==> config.mk <==
export PLATFORM = sky130hd
export DESIGN_NAME = flatten_buffer
export DESIGN_NICKNAME = d
export VERILOG_FILES = /design/src/rtl/flatten_buffer.sv
export SDC_FILE = /design/constraint.sdc
export NUM_CORES = 2
export LEC_CHECK = 0
export ABC_AREA = 1
export CORE_MARGIN = 2
export CORE_UTILIZATION = 62
export CTS_CLUSTER_SIZE = 14
export DETAILED_ROUTE_END_ITERATION = 10
export PLACE_DENSITY = 0.85
export SLEW_MARGIN = 20
export SYNTH_ARGS = -nofsm -noshare
export SYNTH_HDL_FRONTEND = slang
export SYNTH_SLANG_ARGS = --single-unit
==> constraint.sdc <==
create_clock -name clk -period 3.7 [get_ports clk]
set_input_delay 0.37 -clock clk [delete_from_list [all_inputs] [get_ports clk]]
set_output_delay 0.37 -clock clk [all_outputs]
set_load 0.05 [all_outputs]
==> src/rtl/flatten_buffer.sv <==
// Ping-pong buffer that gathers per-kernel pooled pixels from the upstream lanes and
// streams each completed set kernel-major over a valid/ready handshake.
module flatten_buffer #(
    parameter int BitSize            = 32,
    parameter int NumberOfK          = 4,
    parameter int ProcessingElements = 2,
    parameter int MapWidth           = 2
) (
    input  logic                                         clk,
    input  logic                                         res_n,
    input  logic [NumberOfK-1:0]                         in_valid,
    input  logic [ProcessingElements-1:0][BitSize-1:0]   in_data,
    input  logic                                         in_set_done,
    input  logic                                         out_ready,
    output logic                                         out_valid,
    output logic [BitSize-1:0]                           out_data,
    output logic                                         out_last,
    output logic                                         overflow,
    output logic                                         set_error
);
    localparam int P     = MapWidth * MapWidth;
    localparam int DEPTH = NumberOfK * P;
    localparam int CW    = $clog2(P + 1);
    localparam int AW    = (DEPTH > 1) ? $clog2(DEPTH) : 1;

    localparam logic [0:0] S_IDLE   = 1'b0;
    localparam logic [0:0] S_STREAM = 1'b1;

    logic [BitSize-1:0] mem [2][DEPTH];

    logic [CW-1:0]        cnt   [NumberOfK];
    logic [CW-1:0]        cnt_n [NumberOfK];
    logic [1:0]           full, full_n;
    logic                 fill_bank, nofree;
    logic [0:0]           state;
    logic                 drain_bank;
    logic [AW-1:0]        idx;

    logic [NumberOfK-1:0] we;
    logic                 collision, drop_err, complete, partial, early_done;
    logic                 accept, last_acc;
    logic [BitSize-1:0]   word0_fill, word0_other;

    always_comb begin
        collision = 1'b0;
        for (int i = 0; i < NumberOfK; i++)
            for (int j = i + 1; j < NumberOfK; j++)
                if (in_valid[i] && in_valid[j] && ((i % ProcessingElements) == (j % ProcessingElements)))
                    collision = 1'b1;
        collision = collision && !nofree;

        we       = '0;
        drop_err = 1'b0;
        for (int k = 0; k < NumberOfK; k++) begin
            cnt_n[k] = cnt[k];
            if (!nofree && !collision && in_valid[k]) begin
                if (cnt[k] == CW'(P)) drop_err = 1'b1;
                else begin
                    we[k]    = 1'b1;
                    cnt_n[k] = cnt[k] + CW'(1);
                end
            end
        end

        complete = !nofree;
        partial  = 1'b0;
        for (int k = 0; k < NumberOfK; k++) begin
            if (cnt_n[k] != CW'(P)) complete = 1'b0;
            if (cnt_n[k] != '0)     partial  = 1'b1;
        end
        early_done = in_set_done && !nofree && !complete && partial;

        accept   = out_valid && out_ready;
        last_acc = (state == S_STREAM) && accept && (idx == AW'(DEPTH - 1));

        full_n = full;
        if (complete) full_n[fill_bank]  = 1'b1;
        if (last_acc) full_n[drain_bank] = 1'b0;

        // Word 0 of a bank can be written in the same cycle the drain starts on it.
        word0_fill  = (we[0] && cnt[0] == '0) ? in_data[0] : mem[fill_bank][0];
        word0_other = (we[0] && cnt[0] == '0 && fill_bank == ~drain_bank) ? in_data[0]
                                                                          : mem[~drain_bank][0];
    end

    always_ff @(posedge clk) begin
        for (int k = 0; k < NumberOfK; k++)
            if (we[k])
                mem[fill_bank][AW'(k * P) + AW'(cnt[k])] <= in_data[k % ProcessingElements];
    end

    always_ff @(posedge clk or negedge res_n) begin
        if (!res_n) begin
            for (int k = 0; k < NumberOfK; k++) cnt[k] <= '0;
            full      <= '0;
            fill_bank <= 1'b0;
            nofree    <= 1'b0;
            overflow  <= 1'b0;
            set_error <= 1'b0;
        end else begin
            full <= full_n;
            if (complete) begin
                for (int k = 0; k < NumberOfK; k++) cnt[k] <= '0;
                if (!full_n[~fill_bank]) fill_bank <= ~fill_bank;
                else                     nofree    <= 1'b1;
            end else if (early_done) begin
                for (int k = 0; k < NumberOfK; k++) cnt[k] <= '0;
            end else begin
                for (int k = 0; k < NumberOfK; k++) cnt[k] <= cnt_n[k];
            end
            // While stalled the draining bank is the other one; once it frees, fill moves there.
            if (nofree && last_acc) begin
                nofree    <= 1'b0;
                fill_bank <= ~fill_bank;
            end
            if (nofree && |in_valid) overflow <= 1'b1;
            if (collision || drop_err || early_done) set_error <= 1'b1;
        end
    end

    always_ff @(posedge clk or negedge res_n) begin
        if (!res_n) begin
            state      <= S_IDLE;
            drain_bank <= 1'b0;
            idx        <= '0;
            out_valid  <= 1'b0;
            out_data   <= '0;
            out_last   <= 1'b0;
        end else begin
            case (state)
                S_IDLE: begin
                    if (complete) begin
                        state      <= S_STREAM;
                        drain_bank <= fill_bank;
                        idx        <= '0;
                        out_valid  <= 1'b1;
                        out_data   <= word0_fill;
                        out_last   <= (DEPTH == 1);
                    end
                end
                S_STREAM: begin
                    if (last_acc) begin
                        if (full_n[~drain_bank]) begin
                            drain_bank <= ~drain_bank;
                            idx        <= '0;
                            out_data   <= word0_other;
                            out_last   <= (DEPTH == 1);
                        end else begin
                            state     <= S_IDLE;
                            out_valid <= 1'b0;
                            out_last  <= 1'b0;
                        end
                    end else if (accept) begin
                        idx      <= idx + AW'(1);
                        out_data <= mem[drain_bank][idx + AW'(1)];
                        out_last <= ((idx + AW'(1)) == AW'(DEPTH - 1));
                    end
                end
                default: state <= S_IDLE;
            endcase
        end
    end
endmodule

==> metrics.csv <==
metric,value,unit
Worst Hold Class,in2async,
total global-route track usage,37.3,%
fmax,0.325,GHz
post-route minimum period,3.08,ns
chip height,287,microns
fillers,5171,
Routed wire per std cell,26.7,microns
Core Area,0.0793,sq mm
"Core Util, Final",70.0,%
reg2reg setup slack,0.62,ns
static leakage,19.4,nW
IO Pins,108,
Power Dens Cells,443,mW/mm^2
post-synthesis adder-cell area fraction,0.453,%
largest family of logic cells by synthesized area,compound AO/OA/AOI/OAI gates,
sequential cell area fraction in the yosys report,64.7,%
largest net degree at the start of global routing,179,
Worst Path Required,4.23,ns
share of cells above drive strength 1,7.12,%
Setup Viol. Count Final,0,
Final Max Tran Viols,0,
routed vias,40000,
Least-Margin Pin Slew,0.985,ns
cell with the most instances on the worst path,nand2_1,
Synth area leaders,"edfxtp_1 (62%), o21ai_0 (11%), nand2_1 (5.8%)",
Vias per Instance,6.90,
Syn Inst Count,4802,
Syn Area/Cell,10.4,sq um
HPWL reported at the end of detailed placement,87.3,mm
status,"finished, final reports clean",
Initial DRT Pass Iterations,8,
synth warn,0,
worst-skew pair later-pin latency,0.67,ns
Synth Register Bits,1082,
Port Buf Inserts,107,
worst r2r src,cnt[9]$_DFF_PN0_,
r2r endpoint,out_data[17]$_DFFE_PN0P_,
CP max stage cell,nand2_2,
Starting Density,62.8,%
first-pass GRT wire length,231,mm
Clock Root Buffer,clkbuf_16,
slew margin rel.,34.2,%
die area,0.0825,sq mm
Synth top area share,61.8,%
H-tree levels,3,
Row Count,103,
DP Worst Slack,0.467,ns
vias in the first global route,39400,
post-synthesis mux area share,0,%
DRC Markers,0,
Setup crit start kind,register,
placer congestion estimate,0.931,
Antenna Nets Post-Route,0,
CTS sink cnt,1082,
Crit. End Element,register,
CTS buffer count,103,
Synth Net Count,4892,
area growth from synthesis to layout,11.5,%
final setup margin,0.624,ns
Yosys top cell by area,edfxtp_1,
post-route setup TNS,0,ns
die boundary width,287,microns
crit path cell chain,clkinv_1 > ha_1 > nand2_1 > xor2_1 > nand2_1 > nand2_1 > nand3_1 > nor2_2 > nand3_1 > nand2_1 > nand2_1 > nand3_2 > nand2_2 > nand2_1 > nand2_1,
grt total ovfl,0,
Fin. Hold Viols,0,
synth unique cells,40,
crit path DAT,3.60,ns
CP max FO,36,
CTS tree,built,
Worst Skew,0.0400,ns
max incr delay on CP,0.47,ns
final period utilization,83.1,%
Crit Path Class,reg2reg,
initial antenna violation count,9,
post-CTS setup buffers,0,
final wirelength,155,mm
max-cap violations,0,
Initial DRC Count,7251,
Peak VDD IR,0.000458,V
RSZ-0062 raised after global routing,false,
post-CTS sizing,0,
hold_buf cts,1,
Post-Syn Area,0.0498,sq mm
Nets,4751,
worst reg2reg path depth,15,
Post-Synth Simple-Gate Area,11.9,%
XOR/XNOR share of the synthesized area,0.0704,%
Max Root-Sink Buffers,3,
overall power,24.6,mW
clk slew on worst S/H paths,0.06,ns
Compound-Gate Fraction of Synth Area,18.0,%
[cell usage after synthesis, drive strengths merged]
| cell | n |
|---|---|
| a21boi | 8 |
| a21oi | 75 |
| a221oi | 2 |
| a31oi | 3 |
| a32oi | 1 |
| buf | 55 |
| clkbuf | 410 |
| clkinv | 1 |
| dfrtp | 58 |
| edfxtp | 1024 |
| ha | 18 |
| inv | 160 |
| nand2 | 770 |
| nand3 | 128 |
| nand4 | 9 |
| nor2 | 581 |
| nor3 | 11 |
| nor4 | 1 |
| o211ai | 160 |
| o21a | 1 |
| o21ai | 1061 |
| o21bai | 1 |
| o221ai | 128 |
| o22ai | 128 |
| o31ai | 2 |
| or2 | 2 |
| xor2 | 4 |
[placed cells by master (no fill, tap or decap), drive strengths merged, types with 2 or more instances in the layout]
master / n
a21boi: 8
a21oi: 75
a221oi: 2
a31oi: 3
buf: 112
bufinv: 8
clkbuf: 141
clkdlybuf4s50: 106
clkinv: 38
dfrtp: 58
diode: 2
edfxtp: 1024
ha: 18
inv: 162
nand2: 770
nand3: 128
nand4: 9
nor2: 581
nor3: 11
o211ai: 160
o21ai: 1061
o221ai: 128
o22ai: 128
o31ai: 2
or2: 2
xor2: 4
[state kept, by name, indices dropped and copies added, names as in the netlist]
register	count
state	1
nofree	1
out_last	1
overflow	1
full	2
cnt	12
fill_bank	1
mem	1024
out_data	32
set_error	1
idx	4
drain_bank	1
out_valid	1
[routing by layer]
layer / part of all wire [%] / vias up / GRT usage (%) / wire (microns)
met4: 5.5 / 2 / 19.2 / 8490
met1: 33 / 18500 / 49.2 / 51300
li1: - / 17000 / - / -
met3: 17 / 671 / 10.8 / 26200
met5: 0.0084 / - / 0 / 13
met2: 45 / 3791 / 56.8 / 69000
[per-stage QoR]
step                      instances  instance area (sq um)  hold slack, ns
after floorplan                4802                  49800          0.0744
after global placement         5605                  52100           0.458
after detailed placement       5605                  52100           0.465
after CTS                      5795                  55500           0.363
after global routing           5796                  55500           0.405
final                          5797                  55500           0.336
[cells by family (layout without fill, tap and decap cells)]
family | Yosys count | after routing
AOI/OAI and AO/OA | 1570 | 1570
and+or+nand+nor | 1502 | 1502
DFF | 1082 | 1082
buffers and inverters | 626 | 569
adders and majority gates | 18 | 18
xor gates and xnor gates | 4 | 4
other | 0 | 2
[how the worst max path moves through the flow]
stage,slack (ns),start,end,cells past startpoint
floorplan,0.28,cnt[0]$_DFF_PN0_,mem[0][448]$_DFFE_PP_,10
CTS,0.70,cnt[9]$_DFF_PN0_,out_data[17]$_DFFE_PN0P_,15
finish,0.62,cnt[9]$_DFF_PN0_,out_data[17]$_DFFE_PN0P_,15
global placement,0.59,in_valid[3],out_data[9]$_DFFE_PN0P_,15
global route,0.44,cnt[9]$_DFF_PN0_,out_data[14]$_DFFE_PN0P_,15
detailed placement,0.47,in_valid[3],out_data[20]$_DFFE_PN0P_,15
[layout make-up]
type                       count  area (sq um)  share of cell area (%)
tap                         1050          1310                    2.37
timing repair buffer         219          2490                    4.48
clock buffer                 141          2870                    5.18
clock inverter                48           442                   0.796
inverter                     161           617                    1.11
sequential                  1082         32200                    58.1
multi-input combinational   3094         15500                    28.0
antenna                        2          5.00                 0.00902
[report_power, final]
part	internal [mW]	leakage [nW]	switching (mW)
logic	0.175	7.79	0.497
clock network	5.97	1.63	4.55
registers	13.4	9.96	0
total	19.5	19.4	5.05
[worst max-delay path, delay by kind of cell, from the launching register on]
family / cells / cell delay (ns)
flip-flops: 1 / 0.38
adder cells (fa/ha/maj): 1 / 0.31
AND/OR/NAND/NOR: 12 / 1.78
XOR/XNOR: 1 / 0.17
buffers and inverters: 1 / 0.24
No activity file was read; power rests on OpenSTA's default activity.
